`src/rtl/neuron_output_stage_pkg.sv`:
```
`default_nettype none
// ============================================================================
// Package     : neuron_output_stage_pkg
// Description : Shared typedefs, widths and helpers for the neuron output
//               stage. Holds data_type / double_data_type and the saturation
//               helper sat_t.
// Revision    : 1.0 - initial release
// ============================================================================
package neuron_output_stage_pkg;

    localparam int DW           = 16;
    localparam int FRAC_DEFAULT = 8;

    typedef logic signed [DW-1:0]   data_type;
    typedef logic signed [2*DW-1:0] double_data_type;
    // One bit wider than double_data_type so acc + scaled bias never overflows.
    typedef logic signed [2*DW:0]   wide_type;

    typedef enum logic [1:0] {
        ST_IDLE = 2'd0,
        ST_EMIT = 2'd1,
        ST_DONE = 2'd2
    } state_t;

    // Index width, kept at least one bit so M=1 still has a legal vector.
    function automatic int idx_width(input int m);
        return (m > 1) ? $clog2(m) : 1;
    endfunction

    // Saturate a 2*DW+1 bit value to DW bits. The value fits when all bits
    // from the MSB down to bit DW-1 agree with the sign.
    function automatic data_type sat_t(input wide_type x);
        if ((&x[2*DW:DW-1]) || !(|x[2*DW:DW-1])) begin
            return x[DW-1:0];
        end else if (x[2*DW]) begin
            return {1'b1, {(DW-1){1'b0}}};
        end else begin
            return {1'b0, {(DW-1){1'b1}}};
        end
    endfunction

endpackage
`default_nettype wire

```
`src/rtl/neuron_output_stage_if.sv`:
```
`default_nettype none
// ============================================================================
// Interface   : neuron_output_stage_if
// Description : Result stream from the neuron output stage to the next layer.
//               master drives out_data/out_idx/out_valid and samples
//               out_ready; slave is the consumer side.
// Revision    : 1.0 - initial release
// ============================================================================
interface neuron_output_stage_if #(
    parameter int IDXW = 3
);
    import neuron_output_stage_pkg::*;

    data_type          out_data;
    logic [IDXW-1:0]   out_idx;
    logic              out_valid;
    logic              out_ready;

    modport master (
        output out_data,
        output out_idx,
        output out_valid,
        input  out_ready
    );

    modport slave (
        input  out_data,
        input  out_idx,
        input  out_valid,
        output out_ready
    );

endinterface
`default_nettype wire

```
`src/rtl/neuron_output_stage_requant_relu.sv`:
```
`default_nettype none
// ============================================================================
// Module      : requant_relu
// Description : Combinational requantiser. Adds the Q.FRAC bias to a
//               2*FRAC-fraction sum, shifts back to FRAC fraction bits
//               (floor), saturates to data_type and optionally applies ReLU.
// Ports       : acc     - double_data_type accumulator sum
//               bias    - data_type bias
//               relu_en - clamp negative results to zero
//               res     - data_type result
// Revision    : 1.0 - initial release
// ============================================================================
module requant_relu
    import neuron_output_stage_pkg::*;
#(
    parameter int FRAC = FRAC_DEFAULT
) (
    input  double_data_type acc,
    input  data_type        bias,
    input  logic            relu_en,
    output data_type        res
);

    wide_type w_acc_ext;
    wide_type w_bias_ext;
    wide_type w_sum;
    wide_type w_scaled;
    data_type w_sat;

    assign w_acc_ext  = {acc[2*DW-1], acc};
    assign w_bias_ext = {{(DW+1){bias[DW-1]}}, bias};
    // Bias is aligned to the sum's 2*FRAC fraction before adding.
    assign w_sum      = w_acc_ext + (w_bias_ext <<< FRAC);
    assign w_scaled   = w_sum >>> FRAC;
    assign w_sat      = sat_t(w_scaled);
    assign res        = (relu_en && w_sat[DW-1]) ? '0 : w_sat;

endmodule
`default_nettype wire

```
`src/rtl/neuron_output_stage.sv`:
```
`default_nettype none
// ============================================================================
// Module      : neuron_output_stage
// Description : Captures M accumulator sums and biases on start, requantises
//               each with saturation and optional ReLU, and streams the M
//               results one per handshake over out_if, then pulses done.
// Ports       : clk     - clock, rising edge
//               reset   - synchronous, active-low
//               start   - one-cycle pulse, acc_in/bias/relu_en valid
//               acc_in  - M accumulator sums
//               bias    - M per-neuron biases
//               relu_en - ReLU for the whole pass, sampled with start
//               busy    - pass in progress
//               done    - one-cycle pulse after last element is accepted
//               out_if  - result stream (data, idx, valid, ready)
// Revision    : 1.0 - initial release
// ============================================================================
module neuron_output_stage
    import neuron_output_stage_pkg::*;
#(
    parameter int M    = 5,
    parameter int FRAC = FRAC_DEFAULT
) (
    input  logic                          clk,
    input  logic                          reset,
    input  logic                          start,
    input  double_data_type [0:M-1][0:0]  acc_in,
    input  data_type        [0:M-1][0:0]  bias,
    input  logic                          relu_en,
    output logic                          busy,
    output logic                          done,
    neuron_output_stage_if.master         out_if
);

    localparam int              IDXW       = idx_width(M);
    localparam logic [IDXW-1:0] c_last_idx = IDXW'(M-1);

    state_t                        r_state;
    state_t                        w_state_nxt;
    double_data_type [0:M-1][0:0]  r_acc;
    data_type        [0:M-1][0:0]  r_bias;
    logic                          r_relu;
    logic [IDXW-1:0]               r_idx;
    logic [IDXW-1:0]               w_idx_nxt;
    data_type                      r_data;
    data_type                      w_data_nxt;
    logic                          w_latch;
    logic                          w_fire;
    logic [IDXW-1:0]               w_sel_idx;
    double_data_type               w_sel_acc;
    data_type                      w_sel_bias;
    logic                          w_sel_relu;
    data_type                      w_res;

    assign w_fire    = (r_state == ST_EMIT) && out_if.out_ready;
    // Element to preload on the next handshake; clamped so the mux never
    // indexes past the last neuron.
    assign w_sel_idx = (r_idx == c_last_idx) ? r_idx : r_idx + 1'b1;

    // In IDLE the first element is computed straight from the ports so it
    // is ready the cycle after start; afterwards the latched copy is used.
    always_comb begin
        w_sel_acc  = r_acc[w_sel_idx][0];
        w_sel_bias = r_bias[w_sel_idx][0];
        w_sel_relu = r_relu;
        if (r_state == ST_IDLE) begin
            w_sel_acc  = acc_in[0][0];
            w_sel_bias = bias[0][0];
            w_sel_relu = relu_en;
        end
    end

    requant_relu #(
        .FRAC    (FRAC)
    ) u_requant_relu (
        .acc     (w_sel_acc),
        .bias    (w_sel_bias),
        .relu_en (w_sel_relu),
        .res     (w_res)
    );

    always_comb begin
        w_state_nxt = r_state;
        w_idx_nxt   = r_idx;
        w_data_nxt  = r_data;
        w_latch     = 1'b0;
        case (r_state)
            ST_IDLE: begin
                if (start) begin
                    w_latch     = 1'b1;
                    w_state_nxt = ST_EMIT;
                    w_idx_nxt   = '0;
                    w_data_nxt  = w_res;
                end
            end
            ST_EMIT: begin
                if (w_fire) begin
                    if (r_idx == c_last_idx) begin
                        w_state_nxt = ST_DONE;
                    end else begin
                        w_idx_nxt  = w_sel_idx;
                        w_data_nxt = w_res;
                    end
                end
            end
            ST_DONE: begin
                w_state_nxt = ST_IDLE;
            end
            default: begin
                w_state_nxt = ST_IDLE;
            end
        endcase
    end

    always_ff @(posedge clk) begin
        if (!reset) begin
            r_state <= ST_IDLE;
        end else begin
            r_state <= w_state_nxt;
        end
    end

    always_ff @(posedge clk) begin
        if (!reset) begin
            r_idx  <= '0;
            r_data <= '0;
            r_acc  <= '0;
            r_bias <= '0;
            r_relu <= 1'b0;
        end else begin
            r_idx  <= w_idx_nxt;
            r_data <= w_data_nxt;
            if (w_latch) begin
                r_acc  <= acc_in;
                r_bias <= bias;
                r_relu <= relu_en;
            end
        end
    end

    assign out_if.out_valid = (r_state == ST_EMIT);
    assign out_if.out_data  = r_data;
    assign out_if.out_idx   = r_idx;
    assign busy             = (r_state != ST_IDLE);
    assign done             = (r_state == ST_DONE);

endmodule
`default_nettype wire

```
`src/flat_wrapper.sv`:
```
// flat-port wrapper written by rule: the top's interface ports become plain ports
module neuron_output_stage_flat import neuron_output_stage_pkg::*;
#(
    parameter int M    = 5,
    parameter int FRAC = FRAC_DEFAULT
)
  (clk, reset, start, acc_in, bias, relu_en, busy, done, out_if_out_data, out_if_out_idx, out_if_out_valid, out_if_out_ready);
  neuron_output_stage_if #(.IDXW((idx_width(M)))) out_if_i ();
  input  logic clk;
  input  logic reset;
  input  logic start;
  input  double_data_type [0:M-1][0:0] acc_in;
  input  data_type        [0:M-1][0:0] bias;
  input  logic relu_en;
  output logic busy;
  output logic done;
  output wire logic [$bits(out_if_i.out_data)-1:0] out_if_out_data;
  output wire logic [$bits(out_if_i.out_idx)-1:0] out_if_out_idx;
  output wire logic [$bits(out_if_i.out_valid)-1:0] out_if_out_valid;
  input wire logic [$bits(out_if_i.out_ready)-1:0] out_if_out_ready;
  assign out_if_out_data = out_if_i.out_data;
  assign out_if_out_idx = out_if_i.out_idx;
  assign out_if_out_valid = out_if_i.out_valid;
  assign out_if_i.out_ready = out_if_out_ready;
  neuron_output_stage #(.M(M), .FRAC(FRAC)) u_core (.clk(clk), .reset(reset), .start(start), .acc_in(acc_in), .bias(bias), .relu_en(relu_en), .busy(busy), .done(done), .out_if(out_if_i));
endmodule
```
`config.mk`:
```
export PLATFORM = sky130hd
export DESIGN_NAME = neuron_output_stage_flat
export DESIGN_NICKNAME = d
export VERILOG_FILES = /design/src/rtl/neuron_output_stage_pkg.sv /design/src/rtl/neuron_output_stage_if.sv /design/src/rtl/neuron_output_stage_requant_relu.sv /design/src/rtl/neuron_output_stage.sv /design/src/flat_wrapper.sv
export SDC_FILE = /design/constraint.sdc
export NUM_CORES = 1
export LEC_CHECK = 0
export CAP_MARGIN = 20
export CORE_MARGIN = 2
export CORE_UTILIZATION = 52
export DETAILED_ROUTE_END_ITERATION = 16
export GPL_TIMING_DRIVEN = 0
export PLACE_DENSITY = 0.8
export SLEW_MARGIN = 20
export SYNTH_ARGS = -nofsm -noshare
export SYNTH_HDL_FRONTEND = slang
export SYNTH_HIERARCHICAL = 1
export SYNTH_SLANG_ARGS = --single-unit
```
`constraint.sdc`:
```
create_clock -name clk -period 5.48 [get_ports clk]
set_input_delay 1.096 -clock clk [delete_from_list [all_inputs] [get_ports clk]]
set_output_delay 1.096 -clock clk [all_outputs]
set_load 0.005 [all_outputs]
```
Yosys cells after proc, flatten, opt, wreduce, memory -nomap -nowiden
Cells that the tools add are included.
{"block": "totals", "regBits": 262, "inputBits": 245, "out_inout_bits": 22, "wordCells": 63}
{"block": "classes", "addsub": 2, "order_cmp": 1, "eq_ne": 7, "mux": 27, "bitwise": 1, "reduce_logical": 11}
{"cell": "$mux 16", "n": 9}
{"cell": "$bmux 32 s3", "n": 1}
{"cell": "$mux 32", "n": 3}
{"cell": "$bmux 16 s3", "n": 1}
{"cell": "$add 32x24->33", "n": 1}
{"cell": "$pmux 16 s2", "n": 1}
{"cell": "$mux 3", "n": 4}
{"cell": "$reduce_and 10->1", "n": 1}
{"cell": "$reduce_or 10->1", "n": 1}
{"cell": "$mux 2", "n": 3}
{"cell": "$pmux 3 s2", "n": 1}
{"cell": "$ge 4x4->1 const B", "n": 1}
{"cell": "$ne 2x1->1 const B", "n": 2}
{"cell": "$ne 2x2->1 const B", "n": 2}
{"cell": "$not 3->4", "n": 1}
{"cell": "$pmux 2 s2", "n": 1}
{"cell": "$reduce_and 4->1", "n": 1}
{"cell": "$reduce_bool 2->1", "n": 2}
{"cell": "$add 3x1->3 const B", "n": 1}
{"cell": "$eq 3x3->1 const B", "n": 1}
{"cell": "$mux 1", "n": 3}
{"cell": "$reduce_and 3->1", "n": 1}
{"cell": "$eq 2x1->1 const B", "n": 1}
{"cell": "$eq 2x2->1 const B", "n": 1}
{"cell": "other kinds (4)", "n": 5}

Longest topological paths before layout
{"block": "logic_depth", "depth_word": 17, "ltp_mapped": 23}

Cells and area by module
The synthesis kept the hierarchy.
{"module": "neuron_output_stage", "n_inst": 1, "cells_per_inst": 1393, "area_per_inst_um2": 11070.6}
{"module": "requant_relu", "n_inst": 1, "cells_per_inst": 227, "area_per_inst_um2": 1615.3}

Least setup slack after synthesis
OpenSTA, ideal clock, no wires.
{"block": "synth_timing", "path_type": "reg2reg", "start": "reg u_core.r_idx[0] (netlist: u_core/out_if.out_idx[0])", "end": "reg u_core.r_data[14] (netlist: u_core/out_if.out_data[14])", "setup_ns": 0.074, "t_arrival_ns": 4.432, "required_time_ns": 5.406, "path_slack_ns": 0.973, "path_stages_with_launch": 23, "n_path_buf": 1, "period_less_slack_ns": 4.507, "path_cell_list": "dfxtp_1 -> inv_1 -> ha_1 -> nand2b_1 -> a211oi_2 -> nand2_1 -> o221ai_1 -> a21o_1 -> ha_1 -> inv_1 -> fa_1 -> nand2b_1 -> a21oi_2 -> o21ai_1 -> a21o_1 -> or2_1 -> a221o_1 -> nor4_2 -> a31oi_2 -> buf_6 -> a21oi_1 -> nand3_1 -> o21ai_0"}
{"block": "synth_via", "elab_chain_len": 17, "elab_cells_between_ends": 27}
{"item": "from (decl)", "line": "neuron_output_stage.sv:43", "text": "logic [IDXW-1:0] r_idx;"}
{"item": "from (signal assigned)", "line": "neuron_output_stage.sv:131", "text": "r_idx <= w_idx_nxt;"}
{"item": "$add 3x1->3 or $eq 3x3->1 (tied branches)", "line": "neuron_output_stage.sv:58", "text": "assign w_sel_idx = (r_idx == c_last_idx) ? r_idx : r_idx + 1'b1;"}
{"item": "$mux 3 (*)", "line": "neuron_output_stage.sv:58"}
{"item": "$not 3->4 (implied by the code) (*)", "line": "neuron_output_stage.sv:64", "text": "w_sel_bias = r_bias[w_sel_idx][0];"}
{"item": "$bmux 16 s3 (*)", "line": "neuron_output_stage.sv:64"}
{"item": "$mux 16 (implied by the code) (*) (2 in a row)", "line": "neuron_output_stage.sv:64"}
{"item": "$mux 16 (*)", "line": "neuron_output_stage.sv:66", "text": "if (r_state == ST_IDLE) begin"}
{"item": "named net u_core.w_sel_bias[0]", "line": "neuron_output_stage.sv:51", "text": "data_type w_sel_bias;"}
{"item": "$add 32x24->33 (*)", "line": "neuron_output_stage_requant_relu.sv:33", "text": "assign w_sum = w_acc_ext + (w_bias_ext <<< FRAC);"}
{"item": "[2 not listed]"}
{"item": "$logic_or 1x1->1", "line": "neuron_output_stage_pkg.sv:33", "text": "if ((&x[2*DW:DW-1]) || !(|x[2*DW:DW-1])) begin"}
{"item": "$mux 16 (*)", "line": "neuron_output_stage_pkg.sv:33"}
{"item": "$logic_and 1x1->1", "line": "neuron_output_stage_requant_relu.sv:36", "text": "assign res = (relu_en && w_sat[DW-1]) ? '0 : w_sat;"}
{"item": "$mux 16 (*)", "line": "neuron_output_stage_requant_relu.sv:36"}
{"item": "$mux 16", "line": "neuron_output_stage.sv:98", "text": "if (r_idx == c_last_idx) begin"}
{"item": "$mux 16", "line": "neuron_output_stage.sv:97", "text": "if (w_fire) begin"}
{"item": "$pmux 16 s2 (*)", "line": "neuron_output_stage.sv:87", "text": "case (r_state)"}
{"item": "named net u_core.w_data_nxt[14]", "line": "neuron_output_stage.sv:46", "text": "data_type w_data_nxt;"}
{"item": "to (signal assigned)", "line": "neuron_output_stage.sv:132", "text": "r_data <= w_data_nxt;"}
{"item": "to (decl)", "line": "neuron_output_stage.sv:45", "text": "data_type r_data;"}
Mark *: on every way through the listed nets, which the timed path passes. The rest lies on a longest branch. The select of a mux whose other input is x is not followed.
A chain may end at the register's enable or synchronous reset.

Worst setup path in the final report
{"block": "layout_timing", "start": "reg u_core.r_idx[0] (netlist: u_core/out_if.out_idx[0])", "end": "reg u_core.r_data[9] (netlist: u_core/out_if.out_data[9])"}
{"block": "layout_via", "elab_chain_len": 17, "elab_cells_between_ends": 27}
{"item": "$add 3x1->3 or $eq 3x3->1 (tied branches)", "line": "neuron_output_stage.sv:58"}
{"item": "$mux 3 (*)", "line": "neuron_output_stage.sv:58"}
{"item": "$not 3->4 (implied by the code) (*)", "line": "neuron_output_stage.sv:63", "text": "w_sel_acc = r_acc[w_sel_idx][0];"}
{"item": "$bmux 32 s3 (*)", "line": "neuron_output_stage.sv:63"}
{"item": "$mux 32 (implied by the code) (*) (2 in a row)", "line": "neuron_output_stage.sv:63"}
{"item": "$mux 32 (*)", "line": "neuron_output_stage.sv:66"}
{"item": "named net u_core.w_sel_acc[15]", "line": "neuron_output_stage.sv:50", "text": "double_data_type w_sel_acc;"}
{"item": "$add 32x24->33 (*)", "line": "neuron_output_stage_requant_relu.sv:33"}
{"item": "[2 not listed]"}
{"item": "$logic_or 1x1->1", "line": "neuron_output_stage_pkg.sv:33"}
{"item": "$mux 16 (*)", "line": "neuron_output_stage_pkg.sv:33"}
{"item": "$logic_and 1x1->1", "line": "neuron_output_stage_requant_relu.sv:36"}
{"item": "$mux 16 (*)", "line": "neuron_output_stage_requant_relu.sv:36"}
{"item": "$mux 16", "line": "neuron_output_stage.sv:98"}
{"item": "$mux 16", "line": "neuron_output_stage.sv:97"}
{"item": "$pmux 16 s2 (*)", "line": "neuron_output_stage.sv:87"}
{"item": "named net u_core.w_data_nxt[9]", "line": "neuron_output_stage.sv:46"}
Marks and branches as above.

==> metrics.txt <==
status=finished clean; slew margin rel.=41.5%; core area=0.0210 mm2; WL met2=16100 um; Reg2Reg Depth=23; Mapped Avg Cell Area=7.76 um2; Worst Hold Path EP=u_core/r_bias[70]; DR iter-0 viols=962; Peak supply drop=0.193 mV; Clock Skew=0.00728 ns; switching pwr=1.24 mW; initial antenna violation count=2; most frequent cells in the layout=nand2_1, a21oi_1, clkdlybuf4s50_1; Post-DRT Antenna Nets=0; Filler Cells Inserted=1731; share of power burned in registers=41.5%; met1 WL=14500 um; clk slew on worst S/H paths=0.06 ns; Final Hold Vio Count=0; FP Rows=53; die area=0.0225 mm2; Post-Route WL=35000 um; Hold Startpoint=u_core/r_bias[70]; Leakage Power=5.79 nW; Die Y=150 um; worst r2r dst=u_core/out_if.out_data[9]; R2R Path Start=u_core/out_if.out_idx[0]; synthesized area=0.0111 mm2; Fmax=0.192 GHz; Pwr Density=295 mW/mm2; share of post-route cells with drive strength above 1=8.40%; leading cell type in the layout, fill and taps excluded=nand2_1; Logic pwr share=23.0%; GR Overflow Total=0; DR vias=11200; HP Class=register to register; Post-DP HPWL=26400 um; CP endpoint kind=register; # hold bufs at CTS=0; initial core utilization=52.9%; Worst R2R Setup Slack=0.27 ns; met3 WL=2790 um; wire per inst=17.7 um; hold path cells=2; Sw Share=29.0%; root buffer cell=clkbuf_16; Max Used Layer=met5; Synth warnings=6; GPL Wtd Cong=0.917; Remaining DRCs=0; WS Path Type=register to register; drt pass-1 iters=5; DP Worst Slack=-0.0554 ns; crit path DAT=5.64 ns; clk_lat worst skew=0.51 ns; Num CTS Buffers=23; Layout area overhead=30.9%; Clock Path Buffers=3; Slew @ Worst Pin=0.878 ns; critical path fanouts, max=10; cells after synthesis=1428; num ports=267; CTS tree=done; first-pass GRT wire length=53800 um; Final WS setup=0.270 ns; internal power=3.04 mW; Final min period=5.21 ns; Synth Net Count=1700; Required @ worst endpoint=5.91 ns; nets=1957; final setup fails=0; Total GRT Usage=30.6%; period utilisation layout=95.1%; clock sinks=222; vias in the first global route=10500; power share of the clock group=35.5%; maxcap violations=0; H-tree levels=1; IO Port Bufs=225; chip width=150 um; Slew Viols, Final=0; maximum number of pins on one net before global-route repair=16; vias per std cell=5.68; Pwr Total=4.28 mW; crit start category=register
==> power groups by stage <==
stage                     combinational [mW]  sequential [mW]  clock, mW
final                                  0.985             1.77       1.52
after global routing                    1.07             1.78       1.60
after CTS                              0.963             1.77       1.54
after detailed placement               0.953             1.81          0
after global placement                 0.936             1.80          0
after floorplan                        0.589             1.79          0
==> how the worst max path moves through the flow <==
stage                                   from                    endpoint  slack [ns]
floorplan           u_core/out_if.out_idx[0]  u_core/out_if.out_data[14]        1.01
global placement    u_core/out_if.out_idx[0]  u_core/out_if.out_data[14]      -0.006
finish              u_core/out_if.out_idx[0]   u_core/out_if.out_data[9]        0.27
global route        u_core/out_if.out_idx[0]  u_core/out_if.out_data[13]       -0.01
CTS                 u_core/out_if.out_idx[0]   u_core/out_if.out_data[9]        0.05
detailed placement  u_core/out_if.out_idx[0]  u_core/out_if.out_data[10]       -0.06
==> final cells by class <==
| class | instances | area [um2] | area share [%] |
|---|---|---|---|
| Antenna cell | 1 | 2.50 | 0.0172 |
| Buffer | 124 | 552 | 3.80 |
| Clock buffer | 29 | 628 | 4.33 |
| Clock inverter | 13 | 104 | 0.716 |
| Inverter | 11 | 41.3 | 0.285 |
| Multi-Input combinational cell | 1071 | 6070 | 41.9 |
| Sequential cell | 222 | 4450 | 30.6 |
| Tap cell | 275 | 344 | 2.37 |
| Timing Repair Buffer | 232 | 2320 | 16.0 |
==> per-stage QoR <==
| step | utilization (%) | instance area (um2) | std cells | hold slack, ns | setup TNS (ns) |
|---|---|---|---|---|---|
| 6_report | 69.2 | 14500 | 1978 | 0.453 | 0 |
| 2_1_floorplan | - | 11100 | 1428 | 0.433 | 0 |
| 3_5_place_dp | 65.3 | 13700 | 1928 | 0.446 | -0.363 |
| 4_1_cts | 68.8 | 14400 | 1970 | 0.455 | 0 |
| 3_3_place_gp | 65.3 | 13700 | 1928 | 0.439 | -0.0113 |
| 5_1_grt | 69.2 | 14500 | 1977 | 0.470 | -0.0324 |
==> layer usage <==
layer,vias up,GRT usage [%]
li1,5386,-
met1,5209,40.7
met2,521,50.4
met3,110,3.87
met4,4,12.5
met5,-,0
==> sequential cells by signal (all words and copies together) (netlist names) <==
signal	count
u_core/out_if.out_data	16
u_core/out_if.out_idx	3
u_core/r_acc	120
u_core/r_bias	80
u_core/r_relu	1
u_core/r_state	2
==> worst max-delay path: stages, from the launching register on <==
cell and delay [ns]:
dfxtp_2 0.36, inv_1 0.17, ha_2 0.26, nand2_2 0.13
xnor2_4 0.22, buf_12 0.16, buf_4 0.12, buf_2 0.23
mux4_2 0.34, a22oi_1 0.25, nand2_1 0.16, ha_1 0.39
a21oi_2 0.24, o21ai_1 0.11, a221oi_2 0.42, a21o_1 0.19
o21ai_0 0.08, a221o_1 0.33, nor4_2 0.26, a31oi_2 0.20
buf_6 0.19, a21oi_1 0.12, nand3_1 0.10, o21ai_0 0.10
==> timing repair <==
action | 4_1_cts | 5_1_grt
endpoints found under the setup margin | 12 | 15
pin swaps | 0 | 3
buffers inserted | 0 | 7
gates resized for setup | 2 | 6
Power figures use the tool's default switching activity.
